===== config.mk =====
export PLATFORM = sky130hd
export DESIGN_NAME = mem_port_arbiter
export DESIGN_NICKNAME = d
export VERILOG_FILES = /design/src/rtl/mem_port_arbiter_pkg.sv /design/src/rtl/mem_arb_timer.sv /design/src/rtl/mem_port_arbiter.sv
export SDC_FILE = /design/constraint.sdc
export NUM_CORES = 1
export LEC_CHECK = 0
export CAP_MARGIN = 20
export CORE_ASPECT_RATIO = 0.5
export CORE_MARGIN = 10
export CORE_UTILIZATION = 40
export CTS_CLUSTER_SIZE = 14
export DETAILED_ROUTE_END_ITERATION = 10
export HOLD_SLACK_MARGIN = 0.12
export PLACE_DENSITY = 0.82
export SLEW_MARGIN = 25
export SYNTH_ARGS = -nofsm -noshare
export SYNTH_HDL_FRONTEND = slang
export SYNTH_SLANG_ARGS = --single-unit

===== constraint.sdc =====
create_clock -name in_Clk -period 2.2 [get_ports in_Clk]
set_clock_uncertainty 0.05 [all_clocks]
set_input_delay 0.22 -clock in_Clk [delete_from_list [all_inputs] [get_ports in_Clk]]
set_output_delay 0.22 -clock in_Clk [all_outputs]
set_load 0.02 [all_outputs]

===== src/rtl/mem_port_arbiter_pkg.sv =====
// rtl/mem_port_arbiter_pkg.sv - shared encodings and grant selection for the memory port arbiter
package mem_port_arbiter_pkg;

    typedef enum logic [1:0] {
        ST_IDLE    = 2'd0,
        ST_BUSY_IF = 2'd1,
        ST_BUSY_DM = 2'd2,
        ST_DONE    = 2'd3
    } state_t;

    typedef enum logic {
        GNT_IF = 1'b0,
        GNT_DM = 1'b1
    } gnt_t;

    // On a conflict the side that was not served last wins.
    function automatic gnt_t pick_grant(input logic if_req, input logic dm_req, input gnt_t last);
        if (if_req && dm_req) begin
            return (last == GNT_IF) ? GNT_DM : GNT_IF;
        end else if (if_req) begin
            return GNT_IF;
        end
        return GNT_DM;
    endfunction

endpackage


===== src/rtl/mem_arb_timer.sv =====
// rtl/mem_arb_timer.sv - busy-cycle counter that flags the last cycle before abort
module mem_arb_timer #(
    parameter int TIMEOUT_CYCLES = 255
) (
    input  logic clk,
    input  logic rst,
    input  logic clear,
    input  logic enable,
    output logic expire
);

    localparam int W = (TIMEOUT_CYCLES > 0) ? $clog2(TIMEOUT_CYCLES + 1) : 1;

    logic [W-1:0] count;

    always_ff @(posedge clk) begin
        if (rst || clear) begin
            count <= '0;
        end else if (enable) begin
            count <= count + W'(1);
        end
    end

    // Fires during the TIMEOUT_CYCLES-th ack-less busy cycle so the FSM leaves BUSY at that edge.
    assign expire = (TIMEOUT_CYCLES != 0) && enable && (count == W'(TIMEOUT_CYCLES - 1));

endmodule


===== src/rtl/mem_port_arbiter.sv =====
// rtl/mem_port_arbiter.sv - round-robin sharing of one req/ack memory port between fetch and data
module mem_port_arbiter
    import mem_port_arbiter_pkg::*;
#(
    parameter int DATA_WIDTH     = 64,
    parameter int TIMEOUT_CYCLES = 255
) (
    input  logic                  in_Clk,
    input  logic                  in_Rst,
    input  logic                  in_if_req,
    input  logic [DATA_WIDTH-1:0] in_if_addr,
    output logic [31:0]           out_if_inst,
    output logic                  out_if_valid,
    output logic                  out_if_err,
    input  logic                  in_dm_req,
    input  logic                  in_dm_wr_en,
    input  logic [DATA_WIDTH-1:0] in_dm_addr,
    input  logic [DATA_WIDTH-1:0] in_dm_wr_data,
    output logic [DATA_WIDTH-1:0] out_dm_rd_data,
    output logic                  out_dm_valid,
    output logic                  out_dm_err,
    output logic                  out_mem_req,
    output logic [DATA_WIDTH-1:0] out_mem_addr,
    output logic                  out_mem_wr_en,
    output logic [DATA_WIDTH-1:0] out_mem_wr_data,
    input  logic [DATA_WIDTH-1:0] in_mem_rd_data,
    input  logic                  in_mem_ack
);

    state_t state, state_nxt;
    gnt_t   last_grant;
    gnt_t   grant;
    logic   do_grant;
    logic   finish;
    logic   timed_out;
    logic   busy;
    logic   expire;

    assign busy = (state == ST_BUSY_IF) || (state == ST_BUSY_DM);

    mem_arb_timer #(
        .TIMEOUT_CYCLES(TIMEOUT_CYCLES)
    ) u_timer (
        .clk    (in_Clk),
        .rst    (in_Rst),
        .clear  (do_grant),
        .enable (busy && !in_mem_ack),
        .expire (expire)
    );

    always_ff @(posedge in_Clk) begin
        if (in_Rst) begin
            state <= ST_IDLE;
        end else begin
            state <= state_nxt;
        end
    end

    always_comb begin
        state_nxt = state;
        grant     = GNT_IF;
        do_grant  = 1'b0;
        finish    = 1'b0;
        timed_out = 1'b0;
        case (state)
            ST_IDLE: begin
                if (in_if_req || in_dm_req) begin
                    do_grant  = 1'b1;
                    grant     = pick_grant(in_if_req, in_dm_req, last_grant);
                    state_nxt = (grant == GNT_IF) ? ST_BUSY_IF : ST_BUSY_DM;
                end
            end
            ST_BUSY_IF, ST_BUSY_DM: begin
                // A real ack in the expiry cycle takes precedence over the abort.
                if (in_mem_ack) begin
                    finish    = 1'b1;
                    state_nxt = ST_DONE;
                end else if (expire) begin
                    finish    = 1'b1;
                    timed_out = 1'b1;
                    state_nxt = ST_DONE;
                end
            end
            default: state_nxt = ST_IDLE;
        endcase
    end

    always_ff @(posedge in_Clk) begin
        if (in_Rst) begin
            last_grant      <= GNT_DM;
            out_if_inst     <= '0;
            out_if_valid    <= 1'b0;
            out_if_err      <= 1'b0;
            out_dm_rd_data  <= '0;
            out_dm_valid    <= 1'b0;
            out_dm_err      <= 1'b0;
            out_mem_req     <= 1'b0;
            out_mem_addr    <= '0;
            out_mem_wr_en   <= 1'b0;
            out_mem_wr_data <= '0;
        end else begin
            out_if_valid <= 1'b0;
            out_if_err   <= 1'b0;
            out_dm_valid <= 1'b0;
            out_dm_err   <= 1'b0;
            if (do_grant) begin
                out_mem_req <= 1'b1;
                if (grant == GNT_IF) begin
                    out_mem_addr    <= in_if_addr;
                    out_mem_wr_en   <= 1'b0;
                    out_mem_wr_data <= '0;
                end else begin
                    out_mem_addr    <= in_dm_addr;
                    out_mem_wr_en   <= in_dm_wr_en;
                    out_mem_wr_data <= in_dm_wr_data;
                end
            end
            if (finish) begin
                out_mem_req <= 1'b0;
                if (state == ST_BUSY_IF) begin
                    last_grant   <= GNT_IF;
                    out_if_valid <= 1'b1;
                    out_if_err   <= timed_out;
                    if (timed_out) begin
                        out_if_inst <= '0;
                    end else if (out_mem_addr[2]) begin
                        out_if_inst <= in_mem_rd_data[32 +: 32];
                    end else begin
                        out_if_inst <= in_mem_rd_data[0 +: 32];
                    end
                end else begin
                    last_grant     <= GNT_DM;
                    out_dm_valid   <= 1'b1;
                    out_dm_err     <= timed_out;
                    out_dm_rd_data <= (timed_out || out_mem_wr_en) ? '0 : in_mem_rd_data;
                end
            end
        end
    end

endmodule

After elaboration in Yosys (flattened, before gate mapping) --
Cells that the tools add are included.
Cells by class: shifts and indexed selects 0, eq/ne operators 5, $add $sub $neg 1, bitwise logic cells 2, multiplexer cells 32, reduce and logical (&&, ||, !) cells 17, multipliers 0, order comparisons 0, divide/modulo/power cells 0
Operator list (count):
- two-way mux 64 bit | 3
- two-way mux 32 bit | 2
- two-way mux 1 bit | 22
- adder 8 x 1 -> 8 bit, second input constant | 1
- == test 8 bit, second input constant | 1
- two-way mux 2 bit | 4
- AND reduction 2 bit | 3
- OR reduction 2 bit | 3
- OR reduction 3 bit | 2
- logical OR 1 bit | 4
- one-hot mux 2 bit (2 select lines) | 1
- logical AND 1 bit | 3
- != test 3 bit, second input constant | 1
- == test 2 x 1 -> 1 bit, second input constant | 1
- == test 2 bit, second input constant | 1
- zero test 2 bit | 1
- != test 2 bit, second input constant | 1
- inverter 1 bit | 2
- zero test 1 bit | 1
Word-level totals: bits in registers 241, bits in read-only memories 0, input port bits 262, bits in latches 0, RAM bits 0, memories 0

Logic depth before layout (Yosys ltp) --
word-level depth 10, mapped depth 8

Cells and area by module --
Synthesis repeated with hierarchy kept, for this count alone.
Unflattened totals: cell total of the unflattened synthesis 942, area total of the unflattened synthesis 9252.6 um^2
Modules (own cells, without submodules):
- mem_port_arbiter | times used 1, cells each 900, area an instance 8883.5 um^2
- mem_arb_timer | times used 1, cells each 42, area an instance 369.1 um^2

Worst setup path before layout --
No wires, ideal clock.
kind register to register, start point reg state[0], end point reg out_dm_rd_data[14], library setup time 0.130 ns, clock period less this slack 1.800 ns, stages on the path, launching flop included 8, arrival 1.620 ns, required time 2.020 ns, path buffers 1, setup slack 0.400 ns, path through dfxtp_1 inv_1 ha_1 nand3b_1 or3_4 nand2_2 buf_4 o32ai_1
Between the ends: cells in the longest elaborated chain, start to end 9, elaborated cells between the ends (all ways) 15, classes of those cells 2 x eq/ne; 6 x mux; 1 x bitwise; 6 x reduce/logical
RTL lines:
- start, declared | line mem_port_arbiter.sv:30 | state_t state, state_nxt;
- start signal, assigned | line mem_port_arbiter.sv:55 | state <= state_nxt;
- == test 2 x 1 -> 1 bit or == test 2 bit (tied branches) | line mem_port_arbiter.sv:39, mem_port_arbiter.sv:65, mem_port_arbiter.sv:120
- logical OR 1 bit | line mem_port_arbiter.sv:39 | assign busy = (state == ST_BUSY_IF) || (state == ST_BUSY_DM);
- logical AND 1 bit | line mem_port_arbiter.sv:47 | .enable (busy && !in_mem_ack),
- logical AND 1 bit | line mem_arb_timer.sv:25 | assign expire = (TIMEOUT_CYCLES != 0) && enable && (count == W'(TIMEOUT_CYCLES - 1));
- two-way mux 1 bit | line mem_port_arbiter.sv:78 | end else if (expire) begin
- two-way mux 1 bit | line mem_port_arbiter.sv:75 | if (in_mem_ack) begin
- two-way mux 1 bit | line mem_port_arbiter.sv:65 | case (state)
- logical OR 1 bit | line mem_port_arbiter.sv:135 | out_dm_rd_data <= (timed_out || out_mem_wr_en) ? '0 : in_mem_rd_data;
- two-way mux 64 bit | line mem_port_arbiter.sv:135
- end signal, assigned | line mem_port_arbiter.sv:135
- end, declared | line mem_port_arbiter.sv:19 | output logic [DATA_WIDTH-1:0] out_dm_rd_data,
Several ways; a longest one is shown, not always the timed one. A chain may end at the register's enable or synchronous reset.

Worst setup path after layout --
start point reg state[0], end point reg out_dm_rd_data[8]
The elaborated chain is that of the path after synthesis.

==> results.cfg <==
[clock_tree]
clk_pin_slew_ns = 0.07
cts-buffers-inserted = 23
clock-root-buffer = clkbuf_16
cts.sinks = 241
htree_levels = 1
cts_tree = done
clockBufferDepth = 3
worstSkewPairLatency_ns = 0.51
post_cts_buffers = 0
postCtsHoldBufs = 0

[routing]
dr.pass1.iters = 5
vias = 9016
ant_nets = 0
viasPerCell = 5.32
drc = 0
drtIter0Drc = 656
wirelength_um = 38800
avgRoutedWirePerCell_um = 22.9

[worst_setup_path]
cp_data_required_time_ns = 2.53
worstSetupEndpointType = register
critPathArrivalTime_ns = 2.44
worstPathMaxFanout = 36
path_class = register to register
critPathLaunchType = register

[status]
outcome = completed

[die]
ioPinCount = 492
coreArea_sq_um = 23200
die_h_um = 129
rows = 39
start_util = 0.413
die_area_sq_um = 30900
die_w_um = 239

[final_layout]
fin_nets = 1641
seqCellArea_sq_um = 4830
finalCoreUtilization = 0.671
fillers = 1746
multi_input_area_sq_um = 4100
layout-drive-gt1-share = 0.0555
antenna_cells = 0
stdcell_count = 1694
fin_area_sq_um = 15500
syn_to_final_growth_pct = 62.6

[timing]
maxSlewViolCount = 0
setup_viol = 0
finalCritPeriodShare = 0.959
whs_ns = 0.233
period_needed_ns = 2.11
fin_ws_ns = 0.0892
rsz0062_at_grt = no
hold_viol_final = 0
max_freq_mhz = 474
tightest_slew_ns = 0.959
relSlewSlack = 0.359
fin_setup_tns_ns = 0

[yosys]
syn_area_per_cell_sq_um = 10.4
syn-instance-count = 922
syn_area_sq_um = 9560
syn_nets = 1189
ys_seq_area_frac = 0.505
yosysUniqueCellTypes = 37
yosys_warnings = 0
ys_ff_latch = 241

[placement]
gp_congestion = 0.833
dp_hpwl_um = 29900
pre_cts_ws_ns = 0.0304
placed_cell_area_sq_um = 14800
dpl.cell_count = 1656
io_buffer_count = 491

[power_and_ir_drop]
powerDensity_nw_per_um2 = 1080
p_leak_nw = 5.68
p_total_mw = 16.8
vdd_drop_max_mv = 0.609

[job]
maxCapViolations = 0

[grt]
first_global_vias = 9332
grt_pass1_wl_um = 57100
track_usage = 0.232
overflow = 0
grt_max_degree = 73
antenna_found_initial = 0

[worst_hold_path]
hold_class = primary input to register
## worst paths after layout
check / startpoint / to / slack [ns] / cells after the start
min: in_Rst / last_grant$_SDFFE_PP1N_ / 0.23 / 2
max reg2reg: state[0]$_SDFFE_PP0P_ / out_dm_rd_data[8]$_SDFFE_PP0P_ / 0.09 / 7
min reg2reg: out_if_inst[23]$_SDFFE_PP0P_ / out_if_inst[23]$_SDFFE_PP0P_ / 0.42 / 1
max: state[0]$_SDFFE_PP0P_ / out_dm_rd_data[8]$_SDFFE_PP0P_ / 0.09 / 7
## flip-flops by register name, indices dropped and copies added, names as in the netlist
register / flops
out_if_err: 1
out_mem_wr_data: 64
out_mem_wr_en: 1
out_dm_rd_data: 64
out_mem_req: 1
u_timer.count: 8
last_grant: 1
state: 2
out_dm_valid: 1
out_dm_err: 1
out_if_inst: 32
out_mem_addr: 64
out_if_valid: 1
## repair_timing
| item | 4_1_cts | 5_1_grt |
|---|---|---|
| pin swaps | 1 | 1 |
| setup endpoints to repair | 1 | 32 |
| gates resized for setup | 1 | 1 |
## synth_stat cells, drive strengths merged
cell / n / share of area
o21bai: 1 / 0.00079
nand2: 10 / 0.0042
o2bb2ai: 31 / 0.028
xnor2: 4 / 0.0037
clkbuf: 40 / 0.016
nand3: 1 / 0.00052
mux2i: 96 / 0.10
a211oi: 65 / 0.051
xor2: 3 / 0.0027
nor2: 81 / 0.032
nand4b: 1 / 0.00092
nand3b: 65 / 0.051
and3b: 1 / 0.00092
a21oi: 2 / 0.0010
nand4: 5 / 0.0039
o21ai: 3 / 0.0020
inv: 67 / 0.026
or3: 1 / 0.0012
buf: 51 / 0.031
dfxtp: 241 / 0.50
or2: 1 / 0.00065
nor3: 5 / 0.0026
and3: 1 / 0.00065
and2: 1 / 0.00065
o32ai: 64 / 0.059
ha: 5 / 0.0065
o41ai: 2 / 0.0018
nor2b: 3 / 0.0020
nand2b: 3 / 0.0020
a31oi: 1 / 0.00065
a211o: 2 / 0.0018
a22o: 65 / 0.060
## layer usage
| layer | vias up | part of all wire | track usage |
|---|---|---|---|
| met4 | 0 | 0.024 | 0.0596 |
| met5 | - | 0 | 0 |
| met2 | 255 | 0.55 | 0.455 |
| met1 | 4410 | 0.38 | 0.250 |
| li1 | 4293 | - | - |
| met3 | 58 | 0.047 | 0.0504 |
## power by group
group	switching, mW	internal, mW
Clock	1.70	2.35
Sequential	0.545	5.33
Combinational	3.72	3.20
## layout make-up
type | instances | share of cell area
clock inverter | 5 | 0.00531
sequential | 241 | 0.310
inverter | 67 | 0.0162
multi-input combinational | 523 | 0.264
tap | 307 | 0.0247
clock buffer | 33 | 0.0433
timing repair buffer | 518 | 0.336
## cells by family (layout without fill, tap and decap cells)
group                    Yosys count  count (layout)  synth area share
XOR/XNOR                           7               7           0.00641
AND/OR/NAND/NOR                  179             179             0.103
adder cells (fa/ha/maj)            5               5           0.00654
flip-flops                       241             241             0.505
buffers and inverters            158             623            0.0733
multiplexers                      96              96             0.100
AO/OA/AOI/OAI                    236             236             0.206
## critical path, stage by stage (launching register included)
cell and delay [ns]:
dfxtp_2 0.35, inv_1 0.09, ha_4 0.31, nand4_1 0.17
o21ai_4 0.26, buf_4 0.41, nand3b_1 0.15, o32ai_1 0.20
## cells in the final DEF (no fill, tap or decap), types with 2 or more instances in the layout
cell             count
a211o_1              2
a211oi_1            65
a22o_1              65
buf_12               9
buf_4               19
bufinv_16            2
clkbuf_1             4
clkbuf_16           23
clkbuf_8             6
clkdlybuf4s50_1    490
clkinv_4             2
dfxtp_1            239
dfxtp_2              2
ha_1                 3
inv_1               67
mux2i_1             96
nand2_1              8
nand2b_1             3
nand3b_1            65
nand4_1              4
nor2_1              80
nor2b_4              2
nor3_1               5
o21ai_0              2
o2bb2ai_1           31
o32ai_1             64
o41ai_1              2
xnor2_1              4
xor2_1               3
Note: power is estimated with default switching activity, not from simulation.
